## config.mk

```make
export PLATFORM = sky130hd
export DESIGN_NAME = kbd_scan
export DESIGN_NICKNAME = d
export VERILOG_FILES = /design/src/rtl/kbd_scan.sv
export SDC_FILE = /design/constraint.sdc
export NUM_CORES = 1
export LEC_CHECK = 0
export ABC_CLOCK_PERIOD_IN_PS = 5900
export BUFFER_PORTS_ARGS = -buffer_cell sky130_fd_sc_hd__buf_2
export CORE_MARGIN = 2
export CORE_UTILIZATION = 30
export CTS_BUF_LIST = sky130_fd_sc_hd__clkbuf_4 sky130_fd_sc_hd__clkbuf_8
export CTS_CLUSTER_SIZE = 10
export DETAILED_ROUTE_END_ITERATION = 16
export MAX_ROUTING_LAYER = met4
export PLACE_DENSITY = 0.5
export SYNTH_ARGS = -nofsm -noshare
export SYNTH_HDL_FRONTEND = slang
export SYNTH_SLANG_ARGS = --single-unit
```

## constraint.sdc

```tcl
create_clock -name sysclk -period 5.9 [get_ports sysclk]
set_input_delay 0.295 -clock sysclk [delete_from_list [all_inputs] [get_ports sysclk]]
set_output_delay 0.295 -clock sysclk [all_outputs]
set_load 0.01 [all_outputs]
```

## src/rtl/kbd_scan.sv

```systemverilog
// kbd_scan: keyboard column scanner with settle FSM and per-key debounce.
// Define KBD_SCAN_IRQ_EN to add the key_irq/key_code press reporting outputs.
module kbd_scan #(
   parameter int SETTLE_CYCLES = 16,
   parameter int DEBOUNCE_CNT  = 20000
) (
   input  logic        sysclk,
   input  logic        poc_pad,
   input  logic [9:0]  col_sel,
   input  logic [39:0] key_raw,
   output logic [3:0]  row_out,
   output logic        settled,
   output logic        col_err
`ifdef KBD_SCAN_IRQ_EN
   ,
   output logic        key_irq,
   output logic [5:0]  key_code
`endif
);
   localparam int SW = $clog2(SETTLE_CYCLES + 1);
   localparam int DW = $clog2(DEBOUNCE_CNT + 1);
   typedef enum logic [1:0] {IDLE, SETTLE, TRACK} state_t;
   state_t               state, state_nxt;
   logic [9:0]           col_s1, col_s2, col_prev;
   logic [39:0]          key_s1, key_s2, db, db_nxt;
   logic [SW-1:0]        scnt, scnt_nxt;
   logic [3:0][DW-1:0]   rcnt, rcnt_nxt;
   logic [3:0]           col_idx, row_nxt;
   logic [5:0]           k;
   logic                 multi, one_hot, changed;
   always_comb begin
      multi     = |(col_s2 & (col_s2 - 10'd1));
      one_hot   = |col_s2 && !multi;
      changed   = col_s2 != col_prev;
      col_idx   = '0;
      for (int i = 0; i < 10; i++) if (col_s2[i]) col_idx = 4'(i);
      state_nxt = changed ? (one_hot ? SETTLE : IDLE) :
                  (state == SETTLE && int'(scnt) + 1 >= SETTLE_CYCLES - 1) ? TRACK : state;
      scnt_nxt  = changed ? '0 : (state == SETTLE && scnt != '1) ? scnt + 1'b1 : scnt;
      db_nxt    = db;
      rcnt_nxt  = '0;
      k         = '0;
      // Row counters only run while tracking a stable column; any column change clears them
      if (state == TRACK && !changed)
         for (int r = 0; r < 4; r++) begin
            k = {col_idx, 2'(r)};
            if (key_s2[k] != db[k]) begin
               if (int'(rcnt[r]) + 1 >= DEBOUNCE_CNT) db_nxt[k] = key_s2[k];
               else rcnt_nxt[r] = rcnt[r] + 1'b1;
            end
         end
      row_nxt = (state_nxt == TRACK) ? db[{col_idx, 2'b00} +: 4] : 4'b0;
   end
   always_ff @(posedge sysclk or posedge poc_pad)
      if (poc_pad) begin
         col_s1   <= '0;
         col_s2   <= '0;
         col_prev <= '0;
         key_s1   <= '0;
         key_s2   <= '0;
         state    <= IDLE;
         scnt     <= '0;
         rcnt     <= '0;
         db       <= '0;
         row_out  <= '0;
         settled  <= 1'b0;
         col_err  <= 1'b0;
      end else begin
         col_s1   <= col_sel;
         col_s2   <= col_s1;
         col_prev <= col_s2;
         key_s1   <= key_raw;
         key_s2   <= key_s1;
         state    <= state_nxt;
         scnt     <= scnt_nxt;
         rcnt     <= rcnt_nxt;
         db       <= db_nxt;
         row_out  <= row_nxt;
         settled  <= state_nxt == TRACK;
         col_err  <= multi;
      end
`ifdef KBD_SCAN_IRQ_EN
   logic [39:0] pend, pend_c;
   logic [5:0]  code_nxt;
   // Presses not yet reported stay pending until reported or released; lowest index goes first
   always_comb begin
      pend_c   = (pend | (db_nxt & ~db)) & db_nxt;
      code_nxt = '0;
      for (int i = 39; i >= 0; i--) if (pend_c[i]) code_nxt = 6'(i);
   end
   always_ff @(posedge sysclk or posedge poc_pad)
      if (poc_pad) begin
         pend     <= '0;
         key_irq  <= 1'b0;
         key_code <= '0;
      end else begin
         pend     <= pend_c & ~(40'(|pend_c) << code_nxt);
         key_irq  <= |pend_c;
         key_code <= |pend_c ? code_nxt : key_code;
      end
`endif
endmodule

```

# After elaboration in Yosys (flattened, before gate mapping)
# Index checks and enable logic that the tools add are counted.
word_totals:
  reg_bits: 223
  inputBits: 52
  out_inout_bits: 6
  elab_cells: 126
classes:
  addsub: 11
  order_cmp: 13
  n_eq_ne: 9
  shifts: 1
  mux: 63
  bitwise: 1
  reduce_logical: 13
ops:
  columns: ["operator", "n"]
  rows:
  - ["40-bit 2-to-1 mux", 11]
  - ["40-bit bitwise mux", 4]
  - ["15-bit 2-to-1 mux", 8]
  - ["15-bit by 1-bit adder with 16-bit output, second input constant", 4]
  - ["16-bit by 15-bit >= comparator with 1-bit output, second input constant", 4]
  - ["15-bit by 1-bit adder with 15-bit output, second input constant", 4]
  - ["60-bit 2-to-1 mux", 1]
  - ["40-bit by 7-bit variable part select with 4-bit output", 1]
  - ["4-bit 2-to-1 mux", 9]
  - ["1-bit binary-select mux with 4-bit select", 8]
  - ["6-bit by 7-bit less-than comparator with 1-bit output, second input constant", 4]
  - ["6-bit by 1-bit >= comparator with 1-bit output, second input constant", 4]
  - ["10-bit OR reduction", 2]
  - ["1-bit demux with 4-bit select", 4]
  - ["1-bit 2-to-1 mux", 14]
  - ["10-bit bitwise AND", 1]
  - ["5-bit 2-to-1 mux", 2]
  - ["10-bit inequality test", 1]
  - ["10-bit by 1-bit subtractor with 10-bit output, second input constant", 1]
  - ["1-bit logical AND", 8]
  - ["5-bit by 1-bit adder with 6-bit output, second input constant", 1]
  - ["6-bit by 4-bit >= comparator with 1-bit output, second input constant", 1]
  - ["5-bit by 1-bit adder with 5-bit output, second input constant", 1]
  - ["5-bit inequality test, second input constant", 1]
  - ["6 further kinds", 12]

# Logic depth before layout (Yosys ltp)
# Gate-level depths: netlist (run 1).
logic_depth:
  word_depth: 28
  mapped_depth: 11
  ltp_nobuf: 9

# Least setup slack after synthesis (run 1)
# No wires, ideal clock.
synth_timing:
  path_kind: "reg-to-reg"
  startpoint: "reg rcnt[15] in the netlist's numbering"
  endpoint: "reg db[1]"
  t_arrival_ns: 2.511
  required_time_ns: 5.751
  slack_ns: 3.240
  stages_incl_launch_ff: 11
  n_path_buf: 2
  synth_period_minus_slack_ns: 2.660
  cell_sequence: "dfrtp_1 -> ha_1 -> clkbuf_1 -> nand4_1 -> or4_4 -> or4b_1 -> a22oi_1 -> a21o_2 -> and2_1 -> buf_2 -> o311ai_0"
synth_via:
  elab_chain_cells: 12
synth_rtl:
  columns: ["element", "line", "text"]
  rows:
  - ["from (decl)", "27", "logic [3:0][DW-1:0] rcnt, rcnt_nxt;"]
  - ["from (signal assigned)", "76", "rcnt <= rcnt_nxt;"]
  - ["15-bit by 1-bit adder with 16-bit output (*)", "48", "if (int'(rcnt[r]) + 1 >= DEBOUNCE_CNT) db_nxt[k] = key_s2[k];"]
  - ["16-bit by 15-bit >= comparator with 1-bit output (*)", "48", null]
  - ["40-bit 2-to-1 mux (*)", "48", null]
  - ["40-bit 2-to-1 mux (*)", "47", "if (key_s2[k] != db[k]) begin"]
  - ["40-bit 2-to-1 mux (*)", "44", "if (state == TRACK && !changed)"]
  - ["40-bit bitwise mux", "48", null]
  - ["40-bit 2-to-1 mux", "48", null]
  - ["40-bit 2-to-1 mux (*)", "47", null]
  - ["40-bit 2-to-1 mux (*)", "44", null]
  - ["40-bit bitwise mux", "48", null]
  - ["40-bit 2-to-1 mux", "48", null]
  - ["40-bit 2-to-1 mux (*)", "47", null]
  - ["to (signal assigned)", "77", "db <= db_nxt;"]
  - ["to (decl)", "25", "logic [39:0] key_s1, key_s2, db, db_nxt;"]
# Every way passes the cells marked *; elsewhere a longest branch is shown, timed or not. The select of a mux whose other input is x is not followed.
# A chain may end at the register's enable or synchronous reset.

==> results.toml, run 1 <==
[status]
status = "complete, no violations"

[job]
maxCapViolations = 0

[route]
drtIter0Drc = 490
wl_per_cell_um = 16.7
via_per_inst = 5.10
drtAntennaViolNets = 0
wl_mm = 24.7
firstDrtPassIters = 5
drcViolationCount = 0
vias = 7556

[setup_path]
cp-end-kind = "flip-flop"
arrival_ps = 4330
cp.required_ps = 6270
crit_start = "col_s2[9]"
path_max_fanout = 18
r2r_start = "col_s2[9]"
critPathLaunchType = "flip-flop"
critical_path_class = "flip-flop to flip-flop"

[sta]
fmax_mhz = 253
setup_slack_ps = 1950
tns_ps = 0
setup_violations = 0
slew_violations = 0
relSlewSlack_pct = 31.8
fin_crit_ps = 3950
fin_skew_ps = 23.6
hold_slack_ps = 341
rsz0062_at_grt = "false"
finalCritPeriodShare_pct = 67.0
tightest_slew_ps = 1020
final_hold_viol_count = 0

[grt]
grt_max_degree = 107
grt_first_pass_wirelength_mm = 41.4
antenna_found_initial = 0
grt-ovfl-total = 0
track_usage_pct = 14.8
grt_pass1_vias = 7833

[layout]
area_growth_pct = 20.7
nNetsFinal = 1064
layout-drive-gt1-share_pct = 19.7
diodes = 0
final_util_pct = 36.7
final_area_um2 = 12300

[synth]
synth_nets = 952
yosys_warnings = 0
synth-edff-count = 0
synth.distinct_cells = 88
netlist_area_um2 = 10200
ys_ff_latch = 223
async_flop_share_pct = 100
synth_commonest_cells = "dfrtp_1, nand3_1, nor3_1"
yosys.area.top_type_share_pct = 54.9
synthCells = 893
synth.most_common_cell = "dfrtp_1"
avgSynthCellArea_um2 = 11.4
synthTopCellsByArea = "dfrtp_1, nor4_2, nand3_1"
synth.largest_area_cell = "dfrtp_1"
seq_area_frac_synth_pct = 54.9
synth_ff_type = "dfrtp_1"

[die]
die_w_um = 188
io_pins = 58
die_h_um = 188
fp-row-count = 67
die_area_um2 = 35400
initial_core_util_pct = 30.4
core_area_um2 = 33400

[power]
leakagePower_nw = 4.85
cellPowerDensity_nw_per_um2 = 275
peakVddDrop_uv = 212

[placement]
gp_congestion = 0.834
dp_slack_ps = 1920
hpwlAfterDp_mm = 15.6
port_buffers = 57
place_area_um2 = 10900

[hold_path]
min-delay-path-class = "flip-flop to flip-flop"
hold_path.startpoint = "key_s1[12]"

[clock_tree]
cts_tree = "yes"
cts_inserted_buffers = 41
cts_sinks = 223
cts_resized = 0
htree_levels = 2
post-cts-setup-buffer-count = 0
clockBufferDepth = 3
clkTransAtPathRegs_ps = 60
insertion_delay_ps = 540
cts-root-buf = "clkbuf_8"
## report_power, final
part / internal, W / leakage (nW) / switching [W]
clock: 0.000933 / 0.471 / 0.000645
combinational: 0.0000688 / 1.52 / 0.000130
sequential: 0.00157 / 2.86 / 0.0000245
## per-layer routing
metal,track usage [%],vias up,wire (um)
li1,-,3589,-
met1,19.3,3712,11300
met2,23.0,204,11700
met3,2.47,51,1110
met4,5.84,0,672
met5,-,-,0
## placed cells by master (no fill, tap or decap), types with 5 or more instances in the layout
cell and n:
clkbuf_8 52, dfrtp_1 223, a22oi_1 7, ha_1 7
a221o_1 5, buf_2 57, inv_1 29, nor3_1 45
a211oi_1 6, nor4_1 20, o211ai_1 7, and4_1 6
o21ai_0 28, nand4_1 15, o311ai_1 6, nor4_2 30
clkbuf_4 8, nand2_1 42, and3_1 9, dlygate4sd3_1 51
a41oi_1 7, mux2i_1 6, xnor2_1 32, o22a_1 13
or2_2 6, buf_4 6, clkinv_2 8, nand4b_1 5
and2_1 9, a31oi_1 7, nand3_1 62, o31ai_1 21
xor2_1 33, nand2b_1 6, nor2_1 41, o311ai_0 15
a21oi_1 8
## critical path: stages (launching register included)
cell	delay, ps
dfrtp_1	600
or2_2	450
nor2_1	780
mux2_1	400
a221o_1	560
xor2_2	870
nor4b_1	110
## final cells by class
class,instances,area (um^2)
clock buffers,60,776
clock inverters,13,123
inverters,31,120
flip-flops and latches,223,5580
multi-input cells,592,4230
fillers,3274,21200
repair buffers,116,881
well taps,448,561
## repair_timing
| action | 4_1_cts | 5_1_grt |
|---|---|---|
| hold buffers | 51 | 0 |
| endpoints found under the hold margin | 84 | 0 |
| setup endpoints to repair | 0 | 0 |
## through the flow
stage               total power [W]  std cells
floorplan                   0.00173        893
global placement            0.00180       1359
detailed placement          0.00180       1359
CTS                         0.00343       1483
global route                0.00354       1483
finish                      0.00337       1483
## cells by family (layout without fill, tap and decap cells)
group,count (synthesis),in the layout,share of synthesized area (%)
adders and majority gates,8,8,0.960
AOI/OAI and AO/OA,178,178,13.8
muxes,10,10,1.03
buffers and inverters,78,220,3.47
DFF,223,223,54.9
and+or+nand+nor,328,328,19.8
xor gates and xnor gates,68,68,6.08
## sequential cells by signal, summed over array words and instances, names as in the netlist
signal,cells
rcnt,60
db,40
key_s1,40
key_s2,40
col_prev,10
col_s1,10
col_s2,10
scnt,5
row_out,4
state,2
col_err,1
settled,1
## path summary, 6_finish.rpt
check	end	slack, ps	cells past startpoint
setup reg to reg	rcnt[1]	1950	6
hold reg to reg	key_s2[12]	340	0
hold / removal	key_s2[12]	340	0
setup / recovery	rcnt[1]	1950	6
min in group asynchronous	rcnt[37]	470	3
max in group asynchronous	rcnt[50]	4390	4
(Power assumes the default switching activity.)
==> run 2, diff against run 1 <==
--- a/config.mk
+++ b/config.mk
@@ -5,7 +5,8 @@
 export SDC_FILE = /design/constraint.sdc
 export NUM_CORES = 1
 export LEC_CHECK = 0
-export ABC_CLOCK_PERIOD_IN_PS = 5900
+export ABC_AREA = 1
+export ABC_CLOCK_PERIOD_IN_PS = 3750
 export BUFFER_PORTS_ARGS = -buffer_cell sky130_fd_sc_hd__buf_2
 export CORE_MARGIN = 2
 export CORE_UTILIZATION = 30
@@ -13,7 +14,7 @@
 export CTS_CLUSTER_SIZE = 10
 export DETAILED_ROUTE_END_ITERATION = 16
 export MAX_ROUTING_LAYER = met4
-export PLACE_DENSITY = 0.5
+export PLACE_DENSITY = 0.48
 export SYNTH_ARGS = -nofsm -noshare
 export SYNTH_HDL_FRONTEND = slang
 export SYNTH_SLANG_ARGS = --single-unit
==> constraint.sdc (replaced) <==
create_clock -name sysclk -period 3.75 [get_ports sysclk]
set_input_delay 0.1875 -clock sysclk [delete_from_list [all_inputs] [get_ports sysclk]]
set_output_delay 0.1875 -clock sysclk [all_outputs]
set_load 0.01 [all_outputs]
==> run 2 against run 1 <==
Compared with the run above: synthesized cell count rose by 39%; sequential power rose by 57%; die area rose by 4.0%; hold slack got worse by 88 ps; combinational power rose by 95%; sequential share of layout area fell by 1.9 points; largest cell class unchanged; largest power group unchanged.
==> results.toml, run 2 <==
[route]
wl_per_cell_um = 14.1
drcViolationCount = 0
wl_mm = 26.2
via_per_inst = 4.48
vias = 8325
firstDrtPassIters = 4
drtIter0Drc = 423
drtAntennaViolNets = 0

[clock_tree]
clockBufferDepth = 3
cts_tree = "yes"
cts_inserted_buffers = 41
htree_levels = 2
cts-root-buf = "clkbuf_8"
cts_resized = 0
insertion_delay_ps = 570
cts_sinks = 223
clkTransAtPathRegs_ps = 60

[die]
die_w_um = 192
die_area_um2 = 36800
fp-row-count = 68
initial_core_util_pct = 30.5
die_h_um = 192
core_area_um2 = 34600
io_pins = 58

[grt]
grt_pass1_vias = 8466
track_usage_pct = 15.6
antenna_found_initial = 0
grt_max_degree = 80
grt_first_pass_wirelength_mm = 43.9
grt-ovfl-total = 0

[placement]
gp_congestion = 0.846
hpwlAfterDp_mm = 17.4
port_buffers = 57
place_area_um2 = 11400

[setup_path]
arrival_ps = 3830
cp.required_ps = 4240
rrSetupSlack_ps = 410
cp-end-kind = "flip-flop"
critPathLaunchType = "flip-flop"
ff2ff_path_depth = 13
crit_start = "col_s2[9]"
critical_path_class = "flip-flop to flip-flop"
path_max_fanout = 16
regToRegEndpoint = "rcnt[26]"
endpoint = "rcnt[26]"
r2r_start = "col_s2[9]"

[hold_path]
min-delay-path-class = "primary input to flip-flop"

[synth]
synth-edff-count = 0
synth.largest_area_cell = "dfrtp_1"
synth.most_common_cell = "nand2_1"
yosys.area.top_type_share_pct = 52.8
synth.distinct_cells = 48
async_flop_share_pct = 100
netlist_area_um2 = 10600
synthTopCellsByArea = "dfrtp_1, nand2_1, nor2_1"
synthCells = 1239
synth_nets = 1298
yosys_warnings = 0
avgSynthCellArea_um2 = 8.53
synth_ff_type = "dfrtp_1"
synth_commonest_cells = "nand2_1, dfrtp_1, nor2_1"
ys_ff_latch = 223
seq_area_frac_synth_pct = 52.8

[sta]
rsz0062_at_grt = "false"
fmax_mhz = 299
fin_skew_ps = 23.0
setup_violations = 0
fin_crit_ps = 3340
tns_ps = 0
relSlewSlack_pct = 36.0
tightest_slew_ps = 957
slew_violations = 0
finalCritPeriodShare_pct = 89.1
final_hold_viol_count = 0

[power]
power_w = 0.00536
cellPowerDensity_nw_per_um2 = 419
peakVddDrop_uv = 406
leakagePower_nw = 5.77

[layout]
multiInputGateArea_um2 = 4210
final_util_pct = 36.9
layout-drive-gt1-share_pct = 15.6
area_growth_pct = 21.0
final_area_um2 = 12800
largest_reg_flops = 60
final_cell_mix = "nand2_1, dfrtp_1, nor2_1, inv_1, nand3_1"
nFillCells = 3535
seq_area_um2 = 5580
max_flop_register = "rcnt"
nNetsFinal = 1431
layout_commonest_cell = "nand2_1"
diodes = 0

[status]
status = "complete, no violations"

[job]
maxCapViolations = 0
run 2: cell count changes after synthesis, sizes merged, moves of 33 or more:
cell,previous run,this run
nor3,45,12
nor2,41,214
inv,31,133
nand3,62,109
nor4,50,1
nand2,45,291
nand4,17,92
run 2: report_power, final:
group | total [W] | internal (W) | switching (W)
combinational | 0.000386 | 0.000133 | 0.000254
clock | 0.00248 | 0.00142 | 0.00105
sequential | 0.00250 | 0.00247 | 0.0000288
run 2: worst min path at each step:
stage	start	end	slack [ps]	cells after the start
3_3_place_gp	key_raw[10]	key_s1[10]	300	1
3_5_place_dp	key_raw[10]	key_s1[10]	300	1
2_1_floorplan	col_sel[0]	col_s1[0]	220	0
5_1_grt	key_raw[37]	key_s1[37]	230	2
4_1_cts	key_raw[19]	key_s1[19]	210	2
6_report	key_raw[19]	key_s1[19]	250	2
run 2: repair_timing:
| item | in CTS | in global routing |
|---|---|---|
| hold buffers | 51 | 0 |
| endpoints found under the hold margin | 90 | 0 |
| setup buffers | 0 | 0 |
run 2: per-layer routing:
metal / routed length [um] / GRT usage [%] / part of all wire (%) / vias up
li1: - / - / - / 4252
met1: 12300 / 20.2 / 47 / 3825
met2: 11600 / 24.0 / 44 / 206
met3: 1610 / 3.49 / 6.1 / 42
met4: 675 / 5.38 / 2.6 / 0
met5: 0 / - / 0 / -
run 2: per-stage QoR:
stage	std cells	hold slack [ps]	setup WS (ps)
finish	1857	253	409
floorplan	1239	219	652
global placement	1733	295	491
detailed placement	1733	297	416
global route	1857	230	50.1
CTS	1857	207	392
run 2: final cells by class:
type / instances / area share (%)
sequential: 223 / 43.6
timing repair buffer: 134 / 8.14
clock buffer: 62 / 6.18
tap: 455 / 4.45
inverter: 135 / 4.00
clock inverter: 11 / 0.704
multi-input combinational: 837 / 32.9
run 2: critical path, cell delays in order (launching register included):
cell,delay [ps]
dfrtp_1,580
clkinv_2,290
nand2_2,210
nor2_1,110
nor2_4,420
nand4_2,400
nor2_1,180
nor2_1,80
nand3_1,80
buf_4,180
nand2_1,80
nand2_2,210
nand3_4,270
nor2_1,160
run 2: logic make-up after synthesis:
group	share of synthesized area, %
AOI/OAI and AO/OA	2.50
xor gates and xnor gates	3.31
adders and majority gates	0.828
buffers and inverters	7.40
DFF	52.8
muxes	0.284
and+or+nand+nor	32.9
